$ cat config.mk
export PLATFORM = sky130hd
export DESIGN_NAME = ipv4_tx_frame_arbiter
export DESIGN_NICKNAME = d
export VERILOG_FILES = /design/src/rtl/ipv4_tx_frame_arbiter.sv
export SDC_FILE = /design/constraint.sdc
export NUM_CORES = 1
export LEC_CHECK = 0
export ABC_AREA = 1
export CAP_MARGIN = 0
export CORE_MARGIN = 2
export CORE_UTILIZATION = 35
export DETAILED_ROUTE_END_ITERATION = 7
export PLACE_DENSITY = 0.73
export SLEW_MARGIN = 5
export SYNTH_ARGS = -nofsm -noshare
export SYNTH_HDL_FRONTEND = slang
export SYNTH_SLANG_ARGS = --single-unit
$ cat constraint.sdc
create_clock -name clk -period 6.9 [get_ports clk]
set_clock_uncertainty 0.05 [all_clocks]
set_input_delay 1.38 -clock clk [delete_from_list [all_inputs] [get_ports clk]]
set_output_delay 1.38 -clock clk [all_outputs]
set_load 0.05 [all_outputs]
$ cat src/rtl/ipv4_tx_frame_arbiter.sv
// Frame-atomic round-robin arbiter sharing one IPv4 transmit path among NUM_PORTS L4 requesters.
// A whole frame is forwarded with one register stage, followed by an inter-frame gap and guarded by a stall watchdog.
module ipv4_tx_frame_arbiter #(
  parameter int NUM_PORTS      = 3,
  parameter int DATA_WIDTH     = 32,
  parameter int GAP_CYCLES     = 2,
  parameter int TIMEOUT_CYCLES = 1024
) (
  input  logic                            clk,
  input  logic                            rst,
  input  logic [NUM_PORTS-1:0]            req,
  output logic [NUM_PORTS-1:0]            grant,
  input  logic [NUM_PORTS-1:0]            in_data_valid,
  input  logic [NUM_PORTS*3-1:0]          in_bytes_valid,
  input  logic [NUM_PORTS*DATA_WIDTH-1:0] in_data,
  input  logic [NUM_PORTS-1:0]            in_commit,
  input  logic [NUM_PORTS-1:0]            in_drop,
  input  logic                            out_ready,
  output logic                            out_start,
  output logic                            out_data_valid,
  output logic [2:0]                      out_bytes_valid,
  output logic [DATA_WIDTH-1:0]           out_data,
  output logic                            out_commit,
  output logic                            out_drop,
  output logic [15:0]                     perf_timeouts
);

  localparam int PTR_W = (NUM_PORTS > 2) ? $clog2(NUM_PORTS) : 1;
  localparam int WD_W  = $clog2(TIMEOUT_CYCLES + 1);
  localparam int GAP_W = (GAP_CYCLES > 2) ? $clog2(GAP_CYCLES) : 1;

  typedef enum logic [1:0] {IDLE, ACTIVE, GAP} state_t;

  state_t                  state_q, state_d;
  logic [PTR_W-1:0]        sel_q, sel_d;
  logic [PTR_W-1:0]        rr_ptr_q, rr_ptr_d;
  logic [WD_W-1:0]         wd_q, wd_d;
  logic [GAP_W-1:0]        gap_q, gap_d;
  logic [NUM_PORTS-1:0]    grant_d;
  logic                    start_d, dv_d, commit_d, drop_d, end_frame;
  logic [2:0]              bv_d;
  logic [DATA_WIDTH-1:0]   data_d;
  logic [15:0]             perf_d;

  logic [2*NUM_PORTS-1:0]  req_dbl;
  logic [NUM_PORTS-1:0]    req_rot;
  logic                    pick_found;
  logic [PTR_W-1:0]        pick_idx;
  int                      pick_off;
  int                      pick_sum;

  // Rotate requests so that bit 0 is rr_ptr; the lowest set bit is the round-robin winner.
  always_comb begin
    req_dbl    = {req, req} >> rr_ptr_q;
    req_rot    = req_dbl[NUM_PORTS-1:0];
    pick_found = |req_rot;
    pick_off   = 0;
    for (int i = NUM_PORTS - 1; i >= 0; i--) begin
      if (req_rot[i]) pick_off = i;
    end
    pick_sum = int'(rr_ptr_q) + pick_off;
    if (pick_sum >= NUM_PORTS) pick_sum = pick_sum - NUM_PORTS;
    pick_idx = PTR_W'(pick_sum);
  end

  always_comb begin
    state_d   = state_q;
    sel_d     = sel_q;
    rr_ptr_d  = rr_ptr_q;
    wd_d      = wd_q;
    gap_d     = gap_q;
    perf_d    = perf_timeouts;
    grant_d   = '0;
    start_d   = 1'b0;
    dv_d      = 1'b0;
    bv_d      = '0;
    data_d    = '0;
    commit_d  = 1'b0;
    drop_d    = 1'b0;
    end_frame = 1'b0;

    case (state_q)
      IDLE: begin
        if (out_ready && pick_found) begin
          sel_d             = pick_idx;
          grant_d[pick_idx] = 1'b1;
          start_d           = 1'b1;
          wd_d              = '0;
          state_d           = ACTIVE;
        end
      end

      ACTIVE: begin
        grant_d = grant;
        dv_d    = in_data_valid[sel_q];
        bv_d    = in_bytes_valid[int'(sel_q)*3 +: 3];
        data_d  = in_data[int'(sel_q)*DATA_WIDTH +: DATA_WIDTH];
        // A real end of frame beats the watchdog if both land in the same cycle.
        if (in_commit[sel_q] || in_drop[sel_q]) begin
          commit_d  = in_commit[sel_q] & ~in_drop[sel_q];
          drop_d    = in_drop[sel_q];
          end_frame = 1'b1;
        end else if (in_data_valid[sel_q]) begin
          wd_d = '0;
        end else if (int'(wd_q) >= TIMEOUT_CYCLES - 1) begin
          drop_d    = 1'b1;
          end_frame = 1'b1;
          perf_d    = (perf_timeouts == 16'hFFFF) ? perf_timeouts : perf_timeouts + 16'd1;
        end else begin
          wd_d = wd_q + 1'b1;
        end

        if (end_frame) begin
          grant_d  = '0;
          rr_ptr_d = (int'(sel_q) == NUM_PORTS - 1) ? '0 : sel_q + 1'b1;
          gap_d    = '0;
          state_d  = (GAP_CYCLES == 0) ? IDLE : GAP;
        end
      end

      GAP: begin
        if (int'(gap_q) >= GAP_CYCLES - 1) state_d = IDLE;
        else                               gap_d   = gap_q + 1'b1;
      end

      default: state_d = IDLE;
    endcase
  end

  always_ff @(posedge clk) begin
    if (rst) begin
      state_q         <= IDLE;
      sel_q           <= '0;
      rr_ptr_q        <= '0;
      wd_q            <= '0;
      gap_q           <= '0;
      grant           <= '0;
      out_start       <= 1'b0;
      out_data_valid  <= 1'b0;
      out_bytes_valid <= '0;
      out_data        <= '0;
      out_commit      <= 1'b0;
      out_drop        <= 1'b0;
      perf_timeouts   <= '0;
    end else begin
      state_q         <= state_d;
      sel_q           <= sel_d;
      rr_ptr_q        <= rr_ptr_d;
      wd_q            <= wd_d;
      gap_q           <= gap_d;
      grant           <= grant_d;
      out_start       <= start_d;
      out_data_valid  <= dv_d;
      out_bytes_valid <= bv_d;
      out_data        <= data_d;
      out_commit      <= commit_d;
      out_drop        <= drop_d;
      perf_timeouts   <= perf_d;
    end
  end

endmodule

Word level (Yosys, flattened, before mapping)
Cells that the tools add are included.
{ "totals": {"ff_bits": 76, "latch_bits": 0, "ram_bits": 0, "rom_bits": 0, "inputBits": 120, "output_inout_bits": 58, "word_cells": 96, "mem_count": 0} }
{ "classes": {"addsub": 6, "n_mul": 1, "n_div": 0, "magnitude_cmp": 6, "n_eq_ne": 10, "n_shift": 3, "mux": 34, "bitwise_logic": 7, "n_reduce_logical": 16} }
{ "op_table": {"columns": ["op", "n"], "rows": [
  ["$shiftx 96x8->32", 1],
  ["$mux 11", 4],
  ["$add 3x32->32", 1],
  ["$ge 32x3->1 const B", 1],
  ["$mux 32", 1],
  ["$pmux 11 s2", 1],
  ["$add 16x1->16 const B", 1],
  ["$eq 16x16->1 const B", 1],
  ["$mux 2", 7],
  ["$mux 1", 12],
  ["$add 11x1->11 const B", 1],
  ["$ge 11x10->1 const B", 1],
  ["$ne 2x2->1 const B", 5],
  ["$shiftx 9x5->3", 1],
  ["$bmux 1 s2", 3],
  ["$lt 2x3->1 const B", 2],
  ["$mux 3", 2],
  ["$not 1->1", 6],
  ["$pmux 2 s3", 1],
  ["$pmux 3 s2", 1],
  ["$reduce_and 3->1", 2],
  ["$reduce_or 3->1", 2],
  ["$shr 6x2->3", 1],
  ["$reduce_and 5->1", 1],
  ["other kinds (19)", 24]
]} }

Longest topological paths before layout
{ "logic_depth": {"word_depth": 13, "mapped_depth": 14, "depth_no_buf": 14} }

Worst setup path before layout
OpenSTA, ideal clock, no wires.
{ "synth_timing": {"path_kind": "in2reg", "start": "input req[1]", "end": "register grant[2]", "setup_ns": 0.132, "arrival_ns": 3.021, "required_time_ns": 6.718, "path_slack_ns": 3.697, "stages": 11, "n_path_buf": 0, "cell_sequence": "nand2_1 -> nand3_1 -> nand2_1 -> a21oi_1 -> ha_1 -> fa_1 -> ha_1 -> o21ai_0 -> inv_1 -> nand3_1 -> a21oi_1"} }
{ "synth_via": {"elab_chain_len": 13, "word_cells_on_any_way": 17, "classes_between": "add/sub (2); order compare (3); shift (1); mux (8); reduce/logical (3)"} }
{ "synth_rtl": {"columns": ["item", "line_no", "source"], "rows": [
  ["start: declaration", "11", "input logic [NUM_PORTS-1:0] req,"],
  ["$shr 6x2->3 *", "54", "req_dbl = {req, req} >> rr_ptr_q;"],
  ["$mux 2 (2 in a row)", "59", "if (req_rot[i]) pick_off = i;"],
  ["$mux 32", "59", null],
  ["$add 3x32->32", "61", "pick_sum = int'(rr_ptr_q) + pick_off;"],
  ["$ge 32x3->1 or $sub 2x1->2 (tied branches)", "62", "if (pick_sum >= NUM_PORTS) pick_sum = pick_sum - NUM_PORTS;"],
  ["$mux 2", "62", null],
  ["$lt 2x3->1 (implied by the code) or $ge 2x1->1 (tied branches)", "86", "grant_d[pick_idx] = 1'b1;"],
  ["$logic_and 1x1->1 (implied by the code)", "86", null],
  ["$mux 1 (implied by the code)", "86", null],
  ["$demux 1 s2", "86", null],
  ["$mux 3 *", "84", "if (out_ready && pick_found) begin"],
  ["$pmux 3 s2 *", "82", "case (state_q)"],
  ["end signal: assignment", "151", "grant <= grant_d;"],
  ["end: declaration", "12", "output logic [NUM_PORTS-1:0] grant,"]
]} }
Mark *: on every way between the ends. The rest lies on a longest branch, timed or not.
A chain may end at the register's enable or synchronous reset.

Final worst setup path
Ends and elaborated chain as after synthesis.

==> flow_metrics.tcl <==
set metrics [dict create \
    outcome "finished, final reports clean" \
    internal_power_uw 1034 \
    grt_antenna_before_repair 0 \
    ys.flop_type "dfxtp_1" \
    grt_pass1_vias 4371 \
    critPathBufInv 2 \
    grt_use_met2_pct 37.22 \
    crit_cells 12 \
    grt_setup_unrepaired "false" \
    fillers 1035 \
    routed_wl_mm 12.28 \
    hp-class "reg2reg" \
    fin_cells 920 \
    yosys_warnings 0 \
    power_frac_comb_pct 37.2 \
    max_slew_margin_pct 49.26 \
    crit_fanout 3 \
    hpwl_mm 9.556 \
    startpoint "req[1]" \
    synth_edf_count 0 \
    sw_frac_of_total_pct 36.07 \
    diodes 0 \
    netlist_instances 605 \
    cp.arrival_ns 3.71 \
    slew_viol_final 0 \
    register_area_mm2 0.001521 \
    drive_above_1_share_pct 5.277 \
    r2r_end "grant[2]" \
    switching_power_uw 583.1 \
    die_area_mm2 0.01231 \
    use_met1_pct 20.84 \
    clockBufferDepth 2 \
    clock.fmax_mhz 279.1 \
    critical-path-slowest-cell "clkdlybuf4s50_1" \
    path_class "in2reg" \
    seq_area_frac_synth_pct 38.01 \
    syn_nets 730 \
    drt_iter0_drc 228 \
    grt_pass1_wl_mm 19.80 \
    cts-root-buf "clkbuf_16" \
    grt.busiest_layer "met2" \
    crit_end "grant[2]" \
    reg2reg_from "rr_ptr_q[0]" \
    first_pass_iters 4 \
    port_buffers 177 \
    worstSetupStartpointType "input port" \
    synth_area_mm2 0.004003 \
    tightest_slew_ns 0.7588 \
    via_count 4441 \
    htree_levels 3 \
    core.rowCount 39 \
    rrSetupSlack_ns 4.32 \
    placed_cells 905 \
    gp_congestion 0.8478 \
    clk_latency_ns 0.33 \
    power_frac_clock_pct 31.2 \
    placed_area_mm2 0.005857 \
    required_ns 7.03 \
    io_pins 178 \
    min_period_over_period_pct 51.93 \
    area_delta_synth_final_pct 54.24 \
    use_met3_pct 4.921 \
    ys_seq_elements 76 \
    final.setup.tns_ns 0 \
    yosysUniqueCellTypes 32 \
    async_flop_share_pct 0 \
    peakVddDrop_v 0.0001314 \
    p_per_area_mw_per_mm2 261.9 \
    utilization_pct 54.77 \
    hold_violations 0 \
    drtAntennaViolNets 0 \
    die_y_um 110.9 \
    crit_family "adder cells" \
    cts_tree "built" \
    start_util_pct 35.51 \
    nets 898 \
    reg2regPathDepth 11 \
    vias_per_cell 4.827 \
    wire_per_inst_um 13.35 \
    die_x_um 110.9 \
    drv_cap 0 \
    final_area_mm2 0.006173 \
    cts-buffers-inserted 9 \
    ctsHoldBuffers 0 \
    seqPwrFrac_pct 31.7 \
    multiInputGateArea_mm2 0.002073 \
    end_kind "flop" \
    core_mm2 0.01127 \
    grtUsageTotal_pct 19.97 \
    cp_cell_sequence "clkdlybuf4s50_1, nand2_1, nand3_1, nand2_1, a21oi_1, ha_1, fa_1, ha_1, o21ai_0, inv_1, nand3_1, a21oi_1" \
    syn_area_per_cell_um2 6.616 \
    hold_ws_ns 0.4278 \
    drc 0 \
    cts_resized 0 \
    clkTransAtPathRegs_ns 0.06 \
    critPathMaxStageDelay_ns 0.48 \
    grt_max_degree 38 \
    grt_overflow 0 \
    setup_viol 0 \
    fin_crit_ns 3.583 \
    cts_setup_buffers 0 \
    p_leak_uw 0.002800 \
    clock_sinks 76 \
]
-- registers in the layout, summed over array words and instances (netlist names) --
name	flops
out_data_valid	1
rr_ptr_q	2
perf_timeouts	16
state_q	2
gap_q	1
out_data	32
out_drop	1
wd_q	11
out_start	1
out_bytes_valid	3
grant	3
sel_q	2
out_commit	1
-- Yosys cell counts (2+ instances only) --
| master | count | share of area [%] |
|---|---|---|
| nand2_1 | 202 | 19 |
| dfxtp_1 | 76 | 38 |
| inv_1 | 72 | 6.8 |
| nor2_1 | 60 | 5.6 |
| nand3_1 | 59 | 7.4 |
| a22oi_1 | 29 | 5.4 |
| a21oi_1 | 27 | 3.4 |
| clkbuf_1 | 12 | 1.1 |
| nor3_1 | 8 | 1.0 |
| buf_2 | 7 | 0.88 |
| nand4_1 | 5 | 0.78 |
| nor2_2 | 5 | 0.78 |
| o21ai_0 | 5 | 0.63 |
| ha_1 | 4 | 1.3 |
| buf_6 | 3 | 0.84 |
| inv_2 | 3 | 0.28 |
| nand2_2 | 3 | 0.47 |
| nand3_2 | 3 | 0.75 |
| buf_4 | 2 | 0.38 |
| nand2_4 | 2 | 0.56 |
| nand3b_1 | 2 | 0.38 |
| nor2_4 | 2 | 0.56 |
| nor2_8 | 2 | 1.0 |
| nor3b_1 | 2 | 0.38 |
| o21bai_1 | 2 | 0.38 |
| xor2_1 | 2 | 0.44 |
-- cells in the final DEF (no fill, tap or decap), types with 5 or more instances in the layout --
cell             synthesis  layout
a21oi_1                 27      27
a22oi_1                 29      29
clkbuf_16                0       9
clkdlybuf4s50_1          0     177
dfxtp_1                 76      76
inv_1                   72      72
nand2_1                202     202
nand3_1                 59      59
nand4_1                  5       5
nor2_1                  60      59
nor2_2                   5       6
nor3_1                   8       8
o21ai_0                  5       5
-- power by group through the flow --
| stage | combinational [uW] | clock (uW) | sequential [uW] |
|---|---|---|---|
| 2_1_floorplan | 341 | 0 | 592 |
| 3_3_place_gp | 590 | 0 | 520 |
| 3_5_place_dp | 599 | 0 | 521 |
| 4_1_cts | 602 | 512 | 512 |
| 5_1_grt | 663 | 534 | 517 |
| 6_report | 601 | 504 | 512 |
-- how the worst min path moves through the flow --
stage	cells past startpoint	from	to	slack [ns]
final	2	grant[1]	grant[1]	0.43
after global routing	2	grant[0]	grant[0]	0.44
after CTS	2	gap_q	gap_q	0.43
after detailed placement	2	wd_q[10]	wd_q[10]	0.41
after global placement	2	gap_q	gap_q	0.40
after floorplan	2	gap_q	gap_q	0.39
-- worst register-to-register path, delay by kind of cell (launching register included) --
family                   cells  cell delay [ns]
flip-flops                   1             0.43
AO/OA/AOI/OAI                3             0.55
adder cells (fa/ha/maj)      3             0.91
buffers and inverters        2             0.20
AND/OR/NAND/NOR              3             0.29
-- stage by stage --
stage / total power (uW) / setup slack (ns)
finish: 1617 / 3.317
detailed placement: 1121 / 2.991
global placement: 1110 / 3.088
CTS: 1626 / 3.327
floorplan: 932.4 / 3.697
global route: 1715 / 3.093
-- layer usage --
layer | part of all wire [%] | wire length (um)
met4 | 2.8 | 350
met2 | 51 | 6277
met1 | 39 | 4803
met3 | 6.9 | 852
met5 | 0 | 0
-- cells by family (layout without fill, tap and decap cells) --
group | count (synthesis) | in the layout | synth area share, %
AND/OR/NAND/NOR | 357 | 357 | 39.20
buffers and inverters | 99 | 271 | 10.25
flip-flops | 76 | 76 | 38.01
AO/OA/AOI/OAI | 65 | 65 | 10.13
adder cells (fa/ha/maj) | 5 | 5 | 1.751
XOR/XNOR | 3 | 3 | 0.6566
-- layout make-up --
cell class	instances	area share [%]
repair buffers	181	29.19
well taps	143	2.898
multi-input cells	430	33.58
clock buffers	11	3.932
clock inverters	4	1.196
flip-flops and latches	76	24.65
inverters	75	4.560
(Power assumes the default switching activity.)
